## config.mk

```make
export PLATFORM = sky130hd
export DESIGN_NAME = mem_port_arbiter_flat
export DESIGN_NICKNAME = d
export VERILOG_FILES = /design/src/rtl/mem_arb_pkg.sv /design/src/rtl/mem_port_arbiter_if.sv /design/src/rtl/mem_arb_prio.sv /design/src/rtl/mem_port_arbiter.sv /design/src/flat_wrapper.sv
export SDC_FILE = /design/constraint.sdc
export NUM_CORES = 1
export LEC_CHECK = 0
export CELL_PAD_IN_SITES_DETAIL_PLACEMENT = 2
export CELL_PAD_IN_SITES_GLOBAL_PLACEMENT = 2
export CORE_UTILIZATION = 17
export CTS_CLUSTER_DIAMETER = 80
export DETAILED_ROUTE_END_ITERATION = 6
export PLACE_DENSITY_LB_ADDON = 0.1
export SETUP_SLACK_MARGIN = 0.1
export SLEW_MARGIN = 25
export SYNTH_ARGS = -nofsm -noshare
export SYNTH_HDL_FRONTEND = slang
export SYNTH_SLANG_ARGS = --single-unit
```

## constraint.sdc

```tcl
create_clock -name clk -period 2.5 [get_ports clk]
set_clock_uncertainty 0.2 [all_clocks]
set_input_delay 0.5 -clock clk [delete_from_list [all_inputs] [get_ports clk]]
set_output_delay 0.5 -clock clk [all_outputs]
set_load 0.005 [all_outputs]
```

## src/rtl/mem_arb_pkg.sv

```systemverilog
// Shared encodings for the instruction/data memory port arbiter.
// Holds FSM states, owner encoding and the strobe-width helper.
package mem_arb_pkg;

    typedef enum logic [1:0] {
        IDLE = 2'd0,
        WAIT = 2'd1,
        RESP = 2'd2
    } arb_state_e;

    typedef enum logic {
        OWN_IF = 1'b0,
        OWN_DM = 1'b1
    } arb_owner_e;

    function automatic int strb_width(input int dw);
        return dw / 8;
    endfunction

endpackage

```

## src/rtl/mem_port_arbiter_if.sv

```systemverilog
// Requester and memory-macro signals of the shared memory port.
// master = requesters plus memory model, slave = the arbiter.
interface mem_port_arbiter_if #(
    parameter int ADDR_WIDTH = 32,
    parameter int DATA_WIDTH = 32
);
    import mem_arb_pkg::*;

    localparam int SW = strb_width(DATA_WIDTH);

    logic                  if_req_valid;
    logic                  if_req_ready;
    logic [ADDR_WIDTH-1:0] if_addr;
    logic                  if_resp_valid;
    logic [DATA_WIDTH-1:0] if_rdata;
    logic                  dm_req_valid;
    logic                  dm_req_ready;
    logic [ADDR_WIDTH-1:0] dm_addr;
    logic                  dm_we;
    logic [DATA_WIDTH-1:0] dm_wdata;
    logic [SW-1:0]         dm_wstrb;
    logic                  dm_resp_valid;
    logic [DATA_WIDTH-1:0] dm_rdata;
    logic                  mem_en;
    logic [SW-1:0]         mem_we;
    logic [ADDR_WIDTH-1:0] mem_addr;
    logic [DATA_WIDTH-1:0] mem_wdata;
    logic [DATA_WIDTH-1:0] mem_rdata;
    logic                  busy;

    modport master (
        output if_req_valid, if_addr,
        output dm_req_valid, dm_addr, dm_we, dm_wdata, dm_wstrb,
        output mem_rdata,
        input  if_req_ready, if_resp_valid, if_rdata,
        input  dm_req_ready, dm_resp_valid, dm_rdata,
        input  mem_en, mem_we, mem_addr, mem_wdata, busy
    );

    modport slave (
        input  if_req_valid, if_addr,
        input  dm_req_valid, dm_addr, dm_we, dm_wdata, dm_wstrb,
        input  mem_rdata,
        output if_req_ready, if_resp_valid, if_rdata,
        output dm_req_ready, dm_resp_valid, dm_rdata,
        output mem_en, mem_we, mem_addr, mem_wdata, busy
    );

endinterface

```

## src/rtl/mem_arb_prio.sv

```systemverilog
// Grant selection for the shared port: data wins unless fetch is starved.
// Purely combinational; the starvation counter lives in the parent.
module mem_arb_prio (
    input  logic win_i,
    input  logic if_valid_i,
    input  logic dm_valid_i,
    input  logic starved_i,
    output logic if_gnt_o,
    output logic dm_gnt_o
);

    // At most one grant, only inside the accept window.
    always_comb begin
        if_gnt_o = 1'b0;
        dm_gnt_o = 1'b0;
        unique case (1'b1)
            (win_i && if_valid_i && (!dm_valid_i || starved_i)):
                if_gnt_o = 1'b1;
            (win_i && dm_valid_i && !(if_valid_i && starved_i)):
                dm_gnt_o = 1'b1;
            default: ;
        endcase
    end

endmodule

```

## src/rtl/mem_port_arbiter.sv

```systemverilog
// Single-port memory arbiter between fetch (read) and load/store.
// Optional MEM_PORT_ARB_PERF_EN adds grant and conflict counters.
module mem_port_arbiter
    import mem_arb_pkg::*;
#(
    parameter int ADDR_WIDTH   = 32,
    parameter int DATA_WIDTH   = 32,
    parameter int MEM_LATENCY  = 1,
    parameter int STARVE_LIMIT = 4
) (
    input  logic        clk,
    input  logic        rst,
`ifdef MEM_PORT_ARB_PERF_EN
    output logic [31:0] perf_if_grants,
    output logic [31:0] perf_dm_grants,
    output logic [31:0] perf_conflict_cycles,
`endif
    mem_port_arbiter_if.slave bus
);

    localparam int SW = strb_width(DATA_WIDTH);
    localparam int LW = (MEM_LATENCY > 1) ? $clog2(MEM_LATENCY) : 1;
    localparam int CW = $clog2(STARVE_LIMIT + 1);
    localparam logic [LW-1:0] LAT_LOAD = LW'(MEM_LATENCY - 1);
    localparam logic [CW-1:0] CNT_MAX  = CW'(STARVE_LIMIT);

    arb_state_e            state_q, state_d;
    arb_owner_e            owner_q, owner_d;
    logic                  we_q, we_d;
    logic [LW-1:0]         lat_q, lat_d;
    logic [CW-1:0]         starve_q, starve_d;
    logic [DATA_WIDTH-1:0] if_rdata_q, if_rdata_d;
    logic [DATA_WIDTH-1:0] dm_rdata_q, dm_rdata_d;
    logic                  win, if_gnt, dm_gnt, to_resp;

    assign win = (state_q == IDLE) || (state_q == RESP);

    mem_arb_prio u_prio (
        .win_i      (win),
        .if_valid_i (bus.if_req_valid),
        .dm_valid_i (bus.dm_req_valid),
        .starved_i  (starve_q == CNT_MAX),
        .if_gnt_o   (if_gnt),
        .dm_gnt_o   (dm_gnt)
    );

    // Next-state, issue-side memory drive and response capture.
    always_comb begin
        state_d       = state_q;
        owner_d       = owner_q;
        we_d          = we_q;
        lat_d         = lat_q;
        starve_d      = starve_q;
        if_rdata_d    = if_rdata_q;
        dm_rdata_d    = dm_rdata_q;
        to_resp       = 1'b0;
        bus.mem_en    = 1'b0;
        bus.mem_we    = '0;
        bus.mem_addr  = '0;
        bus.mem_wdata = '0;
        case (state_q)
            IDLE, RESP: begin
                if (!bus.if_req_valid) starve_d = '0;
                if (if_gnt) begin
                    starve_d     = '0;
                    owner_d      = OWN_IF;
                    we_d         = 1'b0;
                    bus.mem_en   = 1'b1;
                    bus.mem_addr = bus.if_addr;
                end else if (dm_gnt) begin
                    if (bus.if_req_valid && starve_q != CNT_MAX)
                        starve_d = starve_q + 1'b1;
                    owner_d       = OWN_DM;
                    we_d          = bus.dm_we;
                    bus.mem_en    = 1'b1;
                    bus.mem_addr  = bus.dm_addr;
                    bus.mem_wdata = bus.dm_wdata;
                    bus.mem_we    = bus.dm_we ? bus.dm_wstrb : '0;
                end
                if (if_gnt || dm_gnt) begin
                    lat_d = LAT_LOAD;
                    if (MEM_LATENCY == 1) begin
                        state_d = RESP;
                        to_resp = 1'b1;
                    end else begin
                        state_d = WAIT;
                    end
                end else begin
                    state_d = IDLE;
                end
            end
            WAIT: begin
                lat_d = lat_q - 1'b1;
                if (lat_q == LW'(1)) begin
                    state_d = RESP;
                    to_resp = 1'b1;
                end
            end
            default: state_d = IDLE;
        endcase
        if (to_resp) begin
            if (owner_d == OWN_IF) if_rdata_d = bus.mem_rdata;
            else dm_rdata_d = we_d ? '0 : bus.mem_rdata;
        end
    end

    // State, owner, counters and captured read data.
    always_ff @(posedge clk) begin
        if (rst) begin
            state_q    <= IDLE;
            owner_q    <= OWN_DM;
            we_q       <= 1'b0;
            lat_q      <= '0;
            starve_q   <= '0;
            if_rdata_q <= '0;
            dm_rdata_q <= '0;
        end else begin
            state_q    <= state_d;
            owner_q    <= owner_d;
            we_q       <= we_d;
            lat_q      <= lat_d;
            starve_q   <= starve_d;
            if_rdata_q <= if_rdata_d;
            dm_rdata_q <= dm_rdata_d;
        end
    end

    assign bus.if_req_ready  = if_gnt;
    assign bus.dm_req_ready  = dm_gnt;
    assign bus.if_resp_valid = (state_q == RESP) && (owner_q == OWN_IF);
    assign bus.dm_resp_valid = (state_q == RESP) && (owner_q == OWN_DM);
    assign bus.if_rdata      = if_rdata_q;
    assign bus.dm_rdata      = dm_rdata_q;
    assign bus.busy          = (state_q != IDLE);

`ifdef MEM_PORT_ARB_PERF_EN
    logic [31:0] pif_q, pdm_q, pcf_q;

    // Free-running event counters, wrapping at 2^32.
    always_ff @(posedge clk) begin
        if (rst) begin
            pif_q <= '0;
            pdm_q <= '0;
            pcf_q <= '0;
        end else begin
            if (if_gnt) pif_q <= pif_q + 32'd1;
            if (dm_gnt) pdm_q <= pdm_q + 32'd1;
            if (bus.if_req_valid && bus.dm_req_valid)
                pcf_q <= pcf_q + 32'd1;
        end
    end

    assign perf_if_grants       = pif_q;
    assign perf_dm_grants       = pdm_q;
    assign perf_conflict_cycles = pcf_q;
`endif

endmodule

```

## src/flat_wrapper.sv

```systemverilog
// flat-port wrapper written by rule: the top's interface ports become plain ports
module mem_port_arbiter_flat import mem_arb_pkg::*;
#(
    parameter int ADDR_WIDTH   = 32,
    parameter int DATA_WIDTH   = 32,
    parameter int MEM_LATENCY  = 1,
    parameter int STARVE_LIMIT = 4
)
  (clk, rst, bus_if_req_valid, bus_if_addr, bus_dm_req_valid, bus_dm_addr, bus_dm_we, bus_dm_wdata, bus_dm_wstrb, bus_mem_rdata, bus_if_req_ready, bus_if_resp_valid, bus_if_rdata, bus_dm_req_ready, bus_dm_resp_valid, bus_dm_rdata, bus_mem_en, bus_mem_we, bus_mem_addr, bus_mem_wdata, bus_busy);
  mem_port_arbiter_if #(.ADDR_WIDTH(ADDR_WIDTH), .DATA_WIDTH(DATA_WIDTH)) bus_i ();
  input  logic clk;
  input  logic rst;
  input wire logic [$bits(bus_i.if_req_valid)-1:0] bus_if_req_valid;
  input wire logic [$bits(bus_i.if_addr)-1:0] bus_if_addr;
  input wire logic [$bits(bus_i.dm_req_valid)-1:0] bus_dm_req_valid;
  input wire logic [$bits(bus_i.dm_addr)-1:0] bus_dm_addr;
  input wire logic [$bits(bus_i.dm_we)-1:0] bus_dm_we;
  input wire logic [$bits(bus_i.dm_wdata)-1:0] bus_dm_wdata;
  input wire logic [$bits(bus_i.dm_wstrb)-1:0] bus_dm_wstrb;
  input wire logic [$bits(bus_i.mem_rdata)-1:0] bus_mem_rdata;
  output wire logic [$bits(bus_i.if_req_ready)-1:0] bus_if_req_ready;
  output wire logic [$bits(bus_i.if_resp_valid)-1:0] bus_if_resp_valid;
  output wire logic [$bits(bus_i.if_rdata)-1:0] bus_if_rdata;
  output wire logic [$bits(bus_i.dm_req_ready)-1:0] bus_dm_req_ready;
  output wire logic [$bits(bus_i.dm_resp_valid)-1:0] bus_dm_resp_valid;
  output wire logic [$bits(bus_i.dm_rdata)-1:0] bus_dm_rdata;
  output wire logic [$bits(bus_i.mem_en)-1:0] bus_mem_en;
  output wire logic [$bits(bus_i.mem_we)-1:0] bus_mem_we;
  output wire logic [$bits(bus_i.mem_addr)-1:0] bus_mem_addr;
  output wire logic [$bits(bus_i.mem_wdata)-1:0] bus_mem_wdata;
  output wire logic [$bits(bus_i.busy)-1:0] bus_busy;
  assign bus_i.if_req_valid = bus_if_req_valid;
  assign bus_i.if_addr = bus_if_addr;
  assign bus_i.dm_req_valid = bus_dm_req_valid;
  assign bus_i.dm_addr = bus_dm_addr;
  assign bus_i.dm_we = bus_dm_we;
  assign bus_i.dm_wdata = bus_dm_wdata;
  assign bus_i.dm_wstrb = bus_dm_wstrb;
  assign bus_i.mem_rdata = bus_mem_rdata;
  assign bus_if_req_ready = bus_i.if_req_ready;
  assign bus_if_resp_valid = bus_i.if_resp_valid;
  assign bus_if_rdata = bus_i.if_rdata;
  assign bus_dm_req_ready = bus_i.dm_req_ready;
  assign bus_dm_resp_valid = bus_i.dm_resp_valid;
  assign bus_dm_rdata = bus_i.dm_rdata;
  assign bus_mem_en = bus_i.mem_en;
  assign bus_mem_we = bus_i.mem_we;
  assign bus_mem_addr = bus_i.mem_addr;
  assign bus_mem_wdata = bus_i.mem_wdata;
  assign bus_busy = bus_i.busy;
  mem_port_arbiter #(.ADDR_WIDTH(ADDR_WIDTH), .DATA_WIDTH(DATA_WIDTH), .MEM_LATENCY(MEM_LATENCY), .STARVE_LIMIT(STARVE_LIMIT)) u_core (.clk(clk), .rst(rst), .bus(bus_i));
endmodule
```

=== Word-level counts from Yosys, hierarchy flattened ===
Index checks and enable logic that the tools add are counted.

* Register bits: 72
* Bits in latches: 0
* Bits in writable memories: 0
* Bits in read-only memories: 0
* Input port bits: 137
* Output and inout bits: 138
* Logic and storage cells: 71
* Memories: 0

* Add/subtract/negate cells: 2
* $mul: 0
* Div/mod/pow operators: 0
* Order comparisons: 0
* Equality and inequality tests: 6
* Shifts and indexed selects: 0
* Muxes and demuxes: 34
* Bitwise logic cells: 2
* Reduce and logical (&&, ||, !) cells: 20

{| class="wikitable"
|+ Operators with widths
! operator !! number
|-
| $mux W32 || 7
|-
| $mux W4 || 4
|-
| $mux W1 || 14
|-
| $mux W3 || 4
|-
| $logic_and A1 B1 Y1 || 8
|-
| $reduce_and A2 Y1 || 3
|-
| $mux W2 || 2
|-
| $ne A2 B1 Y1 const B || 2
|-
| $pmux W1 S2 || 2
|-
| $pmux W2 S2 || 1
|-
| $reduce_bool A2 Y1 || 2
|-
| $add A3 B1 Y3 const B || 1
|-
| $eq A3 B3 Y1 const B || 1
|-
| $logic_or A1 B1 Y1 || 3
|-
| $ne A3 B3 Y1 const B || 1
|-
| $eq A2 B1 Y1 const B || 1
|-
| $eq A2 B2 Y1 const B || 1
|-
| $logic_not A1 Y1 || 2
|-
| $logic_not A2 Y1 || 1
|-
| $not A1 Y1 || 2
|-
| $reduce_or A2 Y1 || 1
|-
| $sub A1 B1 Y1 const B || 1
|}

=== Logic depth before layout (Yosys ltp) ===
Gate-level depths: netlist of run 1.

* Depth in word-level cells: 10
* Mapped depth: 7

=== By module ===
From an unflattened synthesis of run 1, not the netlist that was laid out.

* Cell total of the unflattened synthesis: 359
* Area total of the unflattened synthesis: 3205.6 sq um

{| class="wikitable"
|+ By module, submodules not included
! module !! times used !! cells each !! area an instance (sq um) !! sequential area each (sq um)
|-
| mem_port_arbiter || 1 || 354 || 3184.3 || 1381.3
|-
| mem_arb_prio || 1 || 5 || 21.3 || 0.0
|}

=== Worst setup path before layout of run 1 ===
OpenSTA, ideal clock, no wires.

* Kind: flip-flop to output port
* From: register u_core.starve_q[0]
* To: output bus_mem_addr[22]
* Arrival time: 1.347 ns
* Required time: 1.800 ns
* Setup slack: 0.453 ns
* Cell stages (with the launch flop): 8
* Cell sequence: dfxtp_1 -> inv_1 -> ha_1 -> nand3_4 -> and2_1 -> buf_6 -> buf_2 -> a22o_1

* Longest elaborated chain between the ends: 8
* Elaborated cells between the ends (all ways): 11
* Those cells by class: eq/ne (1); mux (5); reduce/logical (5)

{| class="wikitable"
|+ Ends and longest elaborated chain
! what !! line !! RTL
|-
| from (decl) || mem_port_arbiter.sv:31 || <nowiki>logic [CW-1:0] starve_q, starve_d;</nowiki>
|-
| from (signal assigned) || mem_port_arbiter.sv:122 || <nowiki>starve_q <= starve_d;</nowiki>
|-
| $eq A3 B3 Y1 || mem_port_arbiter.sv:42 || <nowiki>.starved_i (starve_q == CNT_MAX),</nowiki>
|-
| $logic_and A1 B1 Y1 || mem_arb_prio.sv:19 || <nowiki>(win_i && dm_valid_i && !(if_valid_i && starved_i)):</nowiki>
|-
| $logic_not A1 Y1 || mem_arb_prio.sv:19 ||
|-
| $logic_and A1 B1 Y1 || mem_arb_prio.sv:19 ||
|-
| $mux W1 || mem_arb_prio.sv:16 || <nowiki>unique case (1'b1)</nowiki>
|-
| via bus_dm_req_ready || flat_wrapper.sv:24 || <nowiki>output wire logic [$bits(bus_i.dm_req_ready)-1:0] bus_dm_req_ready;</nowiki>
|-
| $mux W32 || mem_port_arbiter.sv:70 || <nowiki>end else if (dm_gnt) begin</nowiki>
|-
| $mux W32 || mem_port_arbiter.sv:64 || <nowiki>if (if_gnt) begin</nowiki>
|-
| $mux W32 || mem_port_arbiter.sv:61 || <nowiki>case (state_q)</nowiki>
|-
| to (decl) || flat_wrapper.sv:29 || <nowiki>output wire logic [$bits(bus_i.mem_addr)-1:0] bus_mem_addr;</nowiki>
|}

The timed path passes the listed nets, and every way through them passes these cells.

=== Worst setup path after layout of run 1 ===
* From: register u_core.starve_q[0]
* To: output bus_mem_addr[28]

* Longest elaborated chain between the ends: 8
* Elaborated cells between the ends (all ways): 11
* Those cells by class: eq/ne (1); mux (5); reduce/logical (5)

{| class="wikitable"
|+ Ends and longest elaborated chain
! what !! line
|-
| $eq A3 B3 Y1 (*) || mem_port_arbiter.sv:42
|-
| $logic_and A1 B1 Y1 || mem_arb_prio.sv:19
|-
| $logic_not A1 Y1 || mem_arb_prio.sv:19
|-
| $logic_and A1 B1 Y1 || mem_arb_prio.sv:19
|-
| $mux W1 || mem_arb_prio.sv:16
|-
| $mux W32 || mem_port_arbiter.sv:70
|-
| $mux W32 (*) || mem_port_arbiter.sv:64
|-
| $mux W32 (*) || mem_port_arbiter.sv:61
|}

Mark *: on every way between the ends. The rest lies on a longest branch, timed or not.

==> results of run 1 <==
==> synth_stat cells <==
master	instances	share of area
clkbuf_1	13	0.015
a21oi_2	1	0.0027
a21oi_1	1	0.0015
nor2_1	5	0.0058
dfxtp_1	69	0.42
nand2_1	1	0.0012
mux2i_1	33	0.10
a22o_1	64	0.17
buf_6	8	0.028
inv_1	4	0.0046
ha_1	2	0.0077
o21ai_0	1	0.0015
nand2b_1	64	0.12
nand3_4	1	0.0054
buf_4	3	0.0069
nor2b_1	1	0.0019
buf_2	8	0.012
and2_1	4	0.0077
nand3b_1	1	0.0023
a21boi_1	1	0.0023
and3_1	37	0.071
==> cells by family (layout without fill, tap and decap cells) <==
group | Yosys count | in the layout
muxes | 33 | 33
and+or+nand+nor | 114 | 114
adders and majority gates | 2 | 2
AOI/OAI and AO/OA | 68 | 68
buffers and inverters | 36 | 339
DFF | 69 | 69
other | 0 | 1
==> worst max-delay path: stages (launching register included) <==
cell	delay, ps
dfxtp_2	320
inv_2	70
ha_4	180
nand2_4	60
a21boi_4	230
buf_12	140
buf_12	120
buf_6	100
a22o_1	140
buf_2	120
==> worst paths after layout <==
kind	start	end	cells past startpoint
worst min register to register	u_core.bus.if_rdata[7]$_SDFFE_PP0P_	u_core.bus.if_rdata[7]$_SDFFE_PP0P_	2
worst max-delay path	u_core.starve_q[0]$_SDFF_PP0_	bus_mem_addr[28]	9
worst min-delay path	u_core.bus.if_rdata[7]$_SDFFE_PP0P_	u_core.bus.if_rdata[7]$_SDFFE_PP0P_	2
worst max register to register	u_core.starve_q[0]$_SDFF_PP0_	u_core.bus.dm_rdata[26]$_SDFFE_PP0P_	7
==> timing repair <==
item,in CTS,in global routing
pin swaps,14,25
hold endpoints to repair,0,0
resized for setup,211,81
endpoints found under the setup margin,71,58
buffers inserted,18,5
cloned,3,2
==> per-stage QoR <==
stage | power (mW) | setup TNS, ps
after floorplan | 1.419 | 0
after global placement | 1.943 | -26830
after detailed placement | 1.959 | -32520
after CTS | 3.570 | -195.2
after global routing | 3.682 | -1590
final | 3.520 | -42.19
==> state kept, by name (all words and copies together), names as in the netlist <==
signal	cells
u_core.bus.dm_rdata	32
u_core.bus.if_rdata	32
u_core.starve_q	3
u_core.state_q	1
u_core.owner_q	1
==> per-layer routing <==
layer	global-route usage	wire [um]	vias up	share of wire
li1	-	-	1741	-
met1	0.1801	6553	1818	0.40
met2	0.3003	8728	109	0.53
met3	0.04855	982	17	0.060
met4	0.03817	154	2	0.0094
met5	0	17	-	0.0010
==> final cells by class <==
cell class                      instances  area, um^2  area share
Multi-Input combinational cell        217        1723      0.2543
Tap cell                              234       292.8     0.04321
Sequential cell                        69        1384      0.2042
Antenna cell                            1       2.502   0.0003693
Timing Repair Buffer                  319        2987      0.4408
Clock inverter                          7       146.4     0.02161
Clock buffer                            9       225.2     0.03324
Inverter                                4       15.01    0.002216
==> where the power goes <==
group	internal (mW)	leakage, nW	switching (mW)
clock network	1.08	0.180	0.506
logic	0.494	2.15	0.259
registers	1.15	0.565	0.0288
total	2.73	2.90	0.794
==> results.md, run 1 <==
* CP Max Fanout at 6
* Core occupancy in the finished layout at 0.3622
* Startpoint Class: register
* Max-Slew Margin vs Limit at 0.5082
* Chip height at 140.3 um
* Yosys reg bits at 69
* Routability cong. at 0.7560
* Leakage power at 2.897 nW
* Post-DP Area at 6272 um^2
* Clock root buffer: clkbuf_16
* Die Area at 19680 um^2
* Compound-Gate Fraction of Synth Area at 0.1805
* Die width at 140.3 um
* Fin nets at 759
* Critical path class: reg -> out
* Post-route insts no fill at 860
* Grt total ovfl at 0
* Syn avg cell area at 10.10 um^2
* Crit end category: primary output
* Arrival time at the worst endpoint at 1820 ps
* Failing checks: negative setup slack
* Mean routed wirelength per cell at 19.11 um
* Initial antenna violation count at 2
* XOR/XNOR Fraction of Synth Area at 0
* Critical path required time at 1800 ps
* Post-synthesis adder-cell area fraction at 0.007698
* First-pass GRT wire length at 24.08 mm
* Internal reg-to-reg setup slack at 360 ps
* H-tree levels at 3
* Largest family of logic cells by synthesized area: simple AND/OR/NAND/NOR gates
* Final Instance Area at 6775 um^2
* Crit path time final at 2515 ps
* Count of input and output buffers at 274
* Hold_buf cts at 0
* CTS buffer count at 9
* Number of global-route vias before repair at 4016
* Clk slew on worst S/H paths at 60 ps
* DRC Markers at 0
* Most frequent cells in the layout: clkdlybuf4s50_1 (200), dfxtp_1 (67), a22o_1 (64), nand2b_1 (64)
* Sink Count at 69
* Vias at 3687
* Final WS setup at -15.46 ps
* Final period util at 1.006
* Status: complete, but fails checks
* Worst skew pair latency at 330 ps
* Worst slew pin tran at 737.7 ps
* # placed instances at 816
* GRT Overall Usage at 0.1621
* Worst hold path type: reg -> reg
* Pwr dens at 519.5 nW/um^2
* Post-synthesis cell type count at 21
* DRT Wirelength at 16.44 mm
* CTS tree: yes
* RSZ-0062 raised after global routing: true
* Drt initial violations at 91
* Initial Util at 0.1738
* # setup viols final at 9
* Final Hold Fails at 0
* Ports at 275
* Peak supply drop at 288.5 uV
* Cell Area, Synth at 3251 um^2
* Area Growth Syn to Fin at 108.4%
* # fillers at 2010
* Clock buffer depth at 2
* Syn Inst Count at 322
* Share of post-route cells with drive strength above 1 at 0.2368
* Slew Limit Fails at 0
* Row cnt at 50
* DRT antenna net count at 0
* Dpl ws at -482.0 ps
* Max Clk Rate at 397.5 MHz
* DRT Pass-1 Iters at 4
* Dpl hpwl at 12.15 mm
* Commonest non-fill, non-tap cell in the layout: clkdlybuf4s50_1
* Post-synthesis mux area share at 0.1016
* Synth warn at 0
* Pin count of the biggest net entering global routing at 68
* Max Cap Violations at 0
* Synthesized Nets at 461
* Worst hold slack at 275.1 ps
* Seq/Total Area, Yosys at 0.4249
* CORE AREA at 18710 um^2
* Vias per cell at 4.287
* Simple logic cell fraction of the synthesized area at 0.2186
(Power assumes the default switching activity.)
==> run 2, diff against run 1 <==
Settings changed: MAX_ROUTING_LAYER set to met4.
==> run 2 against run 1 <==
The run still ends with negative setup slack left. Sequential cell count unchanged. Fmax about the same. Total power decreased by 0.12%. Critical endpoint unchanged.
==> results.md, run 2 (same netlist as run 1, synthesis figures left out) <==
* Area Growth Syn to Fin at 108.7% (was 108.4%)
* Slowest cell on crit path: dfxtp_2 (unchanged)
* Sink Count at 69 (unchanged)
* Clock root buffer: clkbuf_16 (unchanged)
* CTS tree: yes (unchanged)
* Final period util at 1.006 (about the same)
* Initial antenna violation count at 2 (unchanged)
* CORE AREA at 18710 um^2 (unchanged)
* DRT antenna net count at 0 (unchanged)
* H-tree levels at 3 (unchanged)
* Chip height at 140.3 um (unchanged)
* Max Clk Rate at 397.6 MHz (was 397.5 MHz)
* Critical path required time at 1800 ps (about the same)
* Worst skew pair latency at 330 ps (about the same)
* DRC Markers at 0 (unchanged)
* CP Buf/Inv Count at 5 (unchanged)
* Reg2Reg Launch Point: u_core.starve_q[0]$_SDFF_PP0_ (unchanged)
* Ports at 275 (unchanged)
* Setup crit end: bus_mem_addr[28] (unchanged)
* # placed instances at 816 (unchanged)
* GRT Overall Usage at 0.1671 (was 0.1621)
* # fillers at 2011 (was 2010)
* Fin nets at 759 (unchanged)
* DRT Pass-1 Iters at 4 (unchanged)
* Startpoint Class: register (unchanged)
* Die Area at 19680 um^2 (unchanged)
* Max-Slew Margin vs Limit at 0.5061 (was 0.5082)
* Routability cong. at 0.7658 (was 0.7560)
* DRT Wirelength at 16.43 mm (was 16.44 mm)
* R2R depth at 7 (unchanged)
* Crit path time final at 2515 ps (about the same)
* Critical path class: reg -> out (unchanged)
* Pin count of the biggest net entering global routing at 68 (unchanged)
* Number of global-route vias before repair at 4018 (was 4016)
* Count of input and output buffers at 274 (unchanged)
* Worst reg2reg path endpoint: u_core.bus.dm_rdata[26]$_SDFFE_PP0P_ (unchanged)
* Internal reg-to-reg setup slack at 350 ps (was 360 ps)
* Final WS setup at -15.33 ps (was -15.46 ps)
* Final Hold Fails at 0 (unchanged)
* Most frequent cells in the layout: clkdlybuf4s50_1 (200), dfxtp_1 (67), a22o_1 (64), nand2b_1 (64) (unchanged)
* Post-route insts no fill at 861 (was 860)
* Arrival time at the worst endpoint at 1820 ps (about the same)
* First-pass GRT wire length at 24.07 mm (was 24.08 mm)
* Critical path startpoint: u_core.starve_q[0]$_SDFF_PP0_ (unchanged)
* Mean routed wirelength per cell at 19.08 um (was 19.11 um)
* Design Power at 3.516 mW (was 3.520 mW)
* Hold_buf cts at 0 (unchanged)
* Hold Path Stages at 2 (unchanged)
* Crit end category: primary output (unchanged)
* CP top delay family: buffers and inverters (unchanged)
* Clock buffer depth at 2 (unchanged)
* Share of post-route cells with drive strength above 1 at 0.2384 (was 0.2368)
* RSZ-0062 raised after global routing: true (unchanged)
* Peak supply drop at 286.7 uV (was 288.5 uV)
* Slew Limit Fails at 0 (unchanged)
* Clk slew on worst S/H paths at 60 ps (about the same)
* Cell-by-cell listing of the critical path: inv_2, ha_4, nand2_4, a21boi_4, buf_12, buf_12, buf_6, a22o_1, buf_2 (unchanged)
* CTS buffer count at 9 (unchanged)
* Die width at 140.3 um (unchanged)
* Worst hold path type: reg -> reg (unchanged)
* Vias per cell at 4.278 (was 4.287)
* Pwr dens at 518.3 nW/um^2 (was 519.5 nW/um^2)
* Status: complete, but fails checks (unchanged)
* # setup viols final at 8 (was 9)
* Commonest non-fill, non-tap cell in the layout: clkdlybuf4s50_1 (unchanged)
* Max Cap Violations at 0 (unchanged)
* Most used cell, CP: buf_12 (unchanged)
* Grt total ovfl at 0 (unchanged)
* Row cnt at 50 (unchanged)
* CP peak stage delay at 320 ps (about the same)
* Leakage power at 2.897 nW (about the same)
* Initial Util at 0.1738 (unchanged)
* Vias at 3683 (was 3687)
* CP Max Fanout at 6 (unchanged)
* Drt initial violations at 83 (was 91)
* Worst slew pin tran at 740.8 ps (was 737.7 ps)
* Dpl hpwl at 12.15 mm (unchanged)
* Instance count on the critical path at 9 (unchanged)
* Failing checks: negative setup slack (unchanged)
run 2: changes by cell type in the layout (fill, tap and decap cells not counted), sizes merged:
cell / delta
diode: +1
run 2: worst min path at each step:
stage / start / endpoint / slack, ps
floorplan: u_core.owner_q$_SDFF_PP1_ / u_core.owner_q$_SDFF_PP1_ / 240
global placement: u_core.bus.dm_rdata[22]$_SDFFE_PP0P_ / u_core.bus.dm_rdata[22]$_SDFFE_PP0P_ / 260
detailed placement: u_core.bus.dm_rdata[31]$_SDFFE_PP0P_ / u_core.bus.dm_rdata[31]$_SDFFE_PP0P_ / 260
CTS: u_core.bus.dm_rdata[5]$_SDFFE_PP0P_ / u_core.bus.dm_rdata[5]$_SDFFE_PP0P_ / 280
global route: u_core.bus.dm_rdata[5]$_SDFFE_PP0P_ / u_core.bus.dm_rdata[5]$_SDFFE_PP0P_ / 290
finish: u_core.bus.if_rdata[7]$_SDFFE_PP0P_ / u_core.bus.if_rdata[7]$_SDFFE_PP0P_ / 280
run 2: timing repair:
item	in CTS	in global routing
setup buffers	18	5
endpoints found under the setup margin	71	58
gates cloned	3	2
pin swaps	14	24
gates resized for setup	211	82
run 2: area by class of cell:
cell class / instances / area (um^2) / area share
timing repair buffer: 319 / 2987 / 0.4403
multi-input combinational: 217 / 1728 / 0.2548
sequential: 69 / 1384 / 0.2040
tap: 234 / 292.8 / 0.04317
clock buffer: 9 / 225.2 / 0.03320
clock inverter: 7 / 146.4 / 0.02158
inverter: 4 / 15.01 / 0.002214
antenna: 2 / 5.005 / 0.0007379
run 2: worst min-delay path, stage by stage (launching register included):
cell	delay, ps
dfxtp_1	310
nand2b_1	60
mux2i_1	50
run 2: stage by stage:
step / setup slack (ps) / util / hold slack, ps / TNS (ps) / instance area, um^2
after floorplan: 452.9 / - / 239.1 / 0 / 3251
after global placement: -418.6 / 0.3353 / 255.2 / -26830 / 6272
after detailed placement: -482.0 / 0.3353 / 260.3 / -32520 / 6272
after CTS: -22.03 / 0.3606 / 281.9 / -195.2 / 6745
final: -15.33 / 0.3626 / 275.1 / -41.48 / 6783
after global routing: -108.2 / 0.3626 / 291.9 / -1601 / 6783
run 2: power by group:
part | internal (mW) | leakage (nW) | switching [mW]
clock network | 1.08 | 0.180 | 0.501
logic | 0.494 | 2.15 | 0.259
registers | 1.15 | 0.565 | 0.0288
total | 2.73 | 2.90 | 0.789
run 2: metal layers:
layer  global-route usage  share of wire
met5                    -              0
met4              0.03817         0.0096
met3              0.04684          0.056
met2               0.2995           0.53
met1               0.1822           0.40
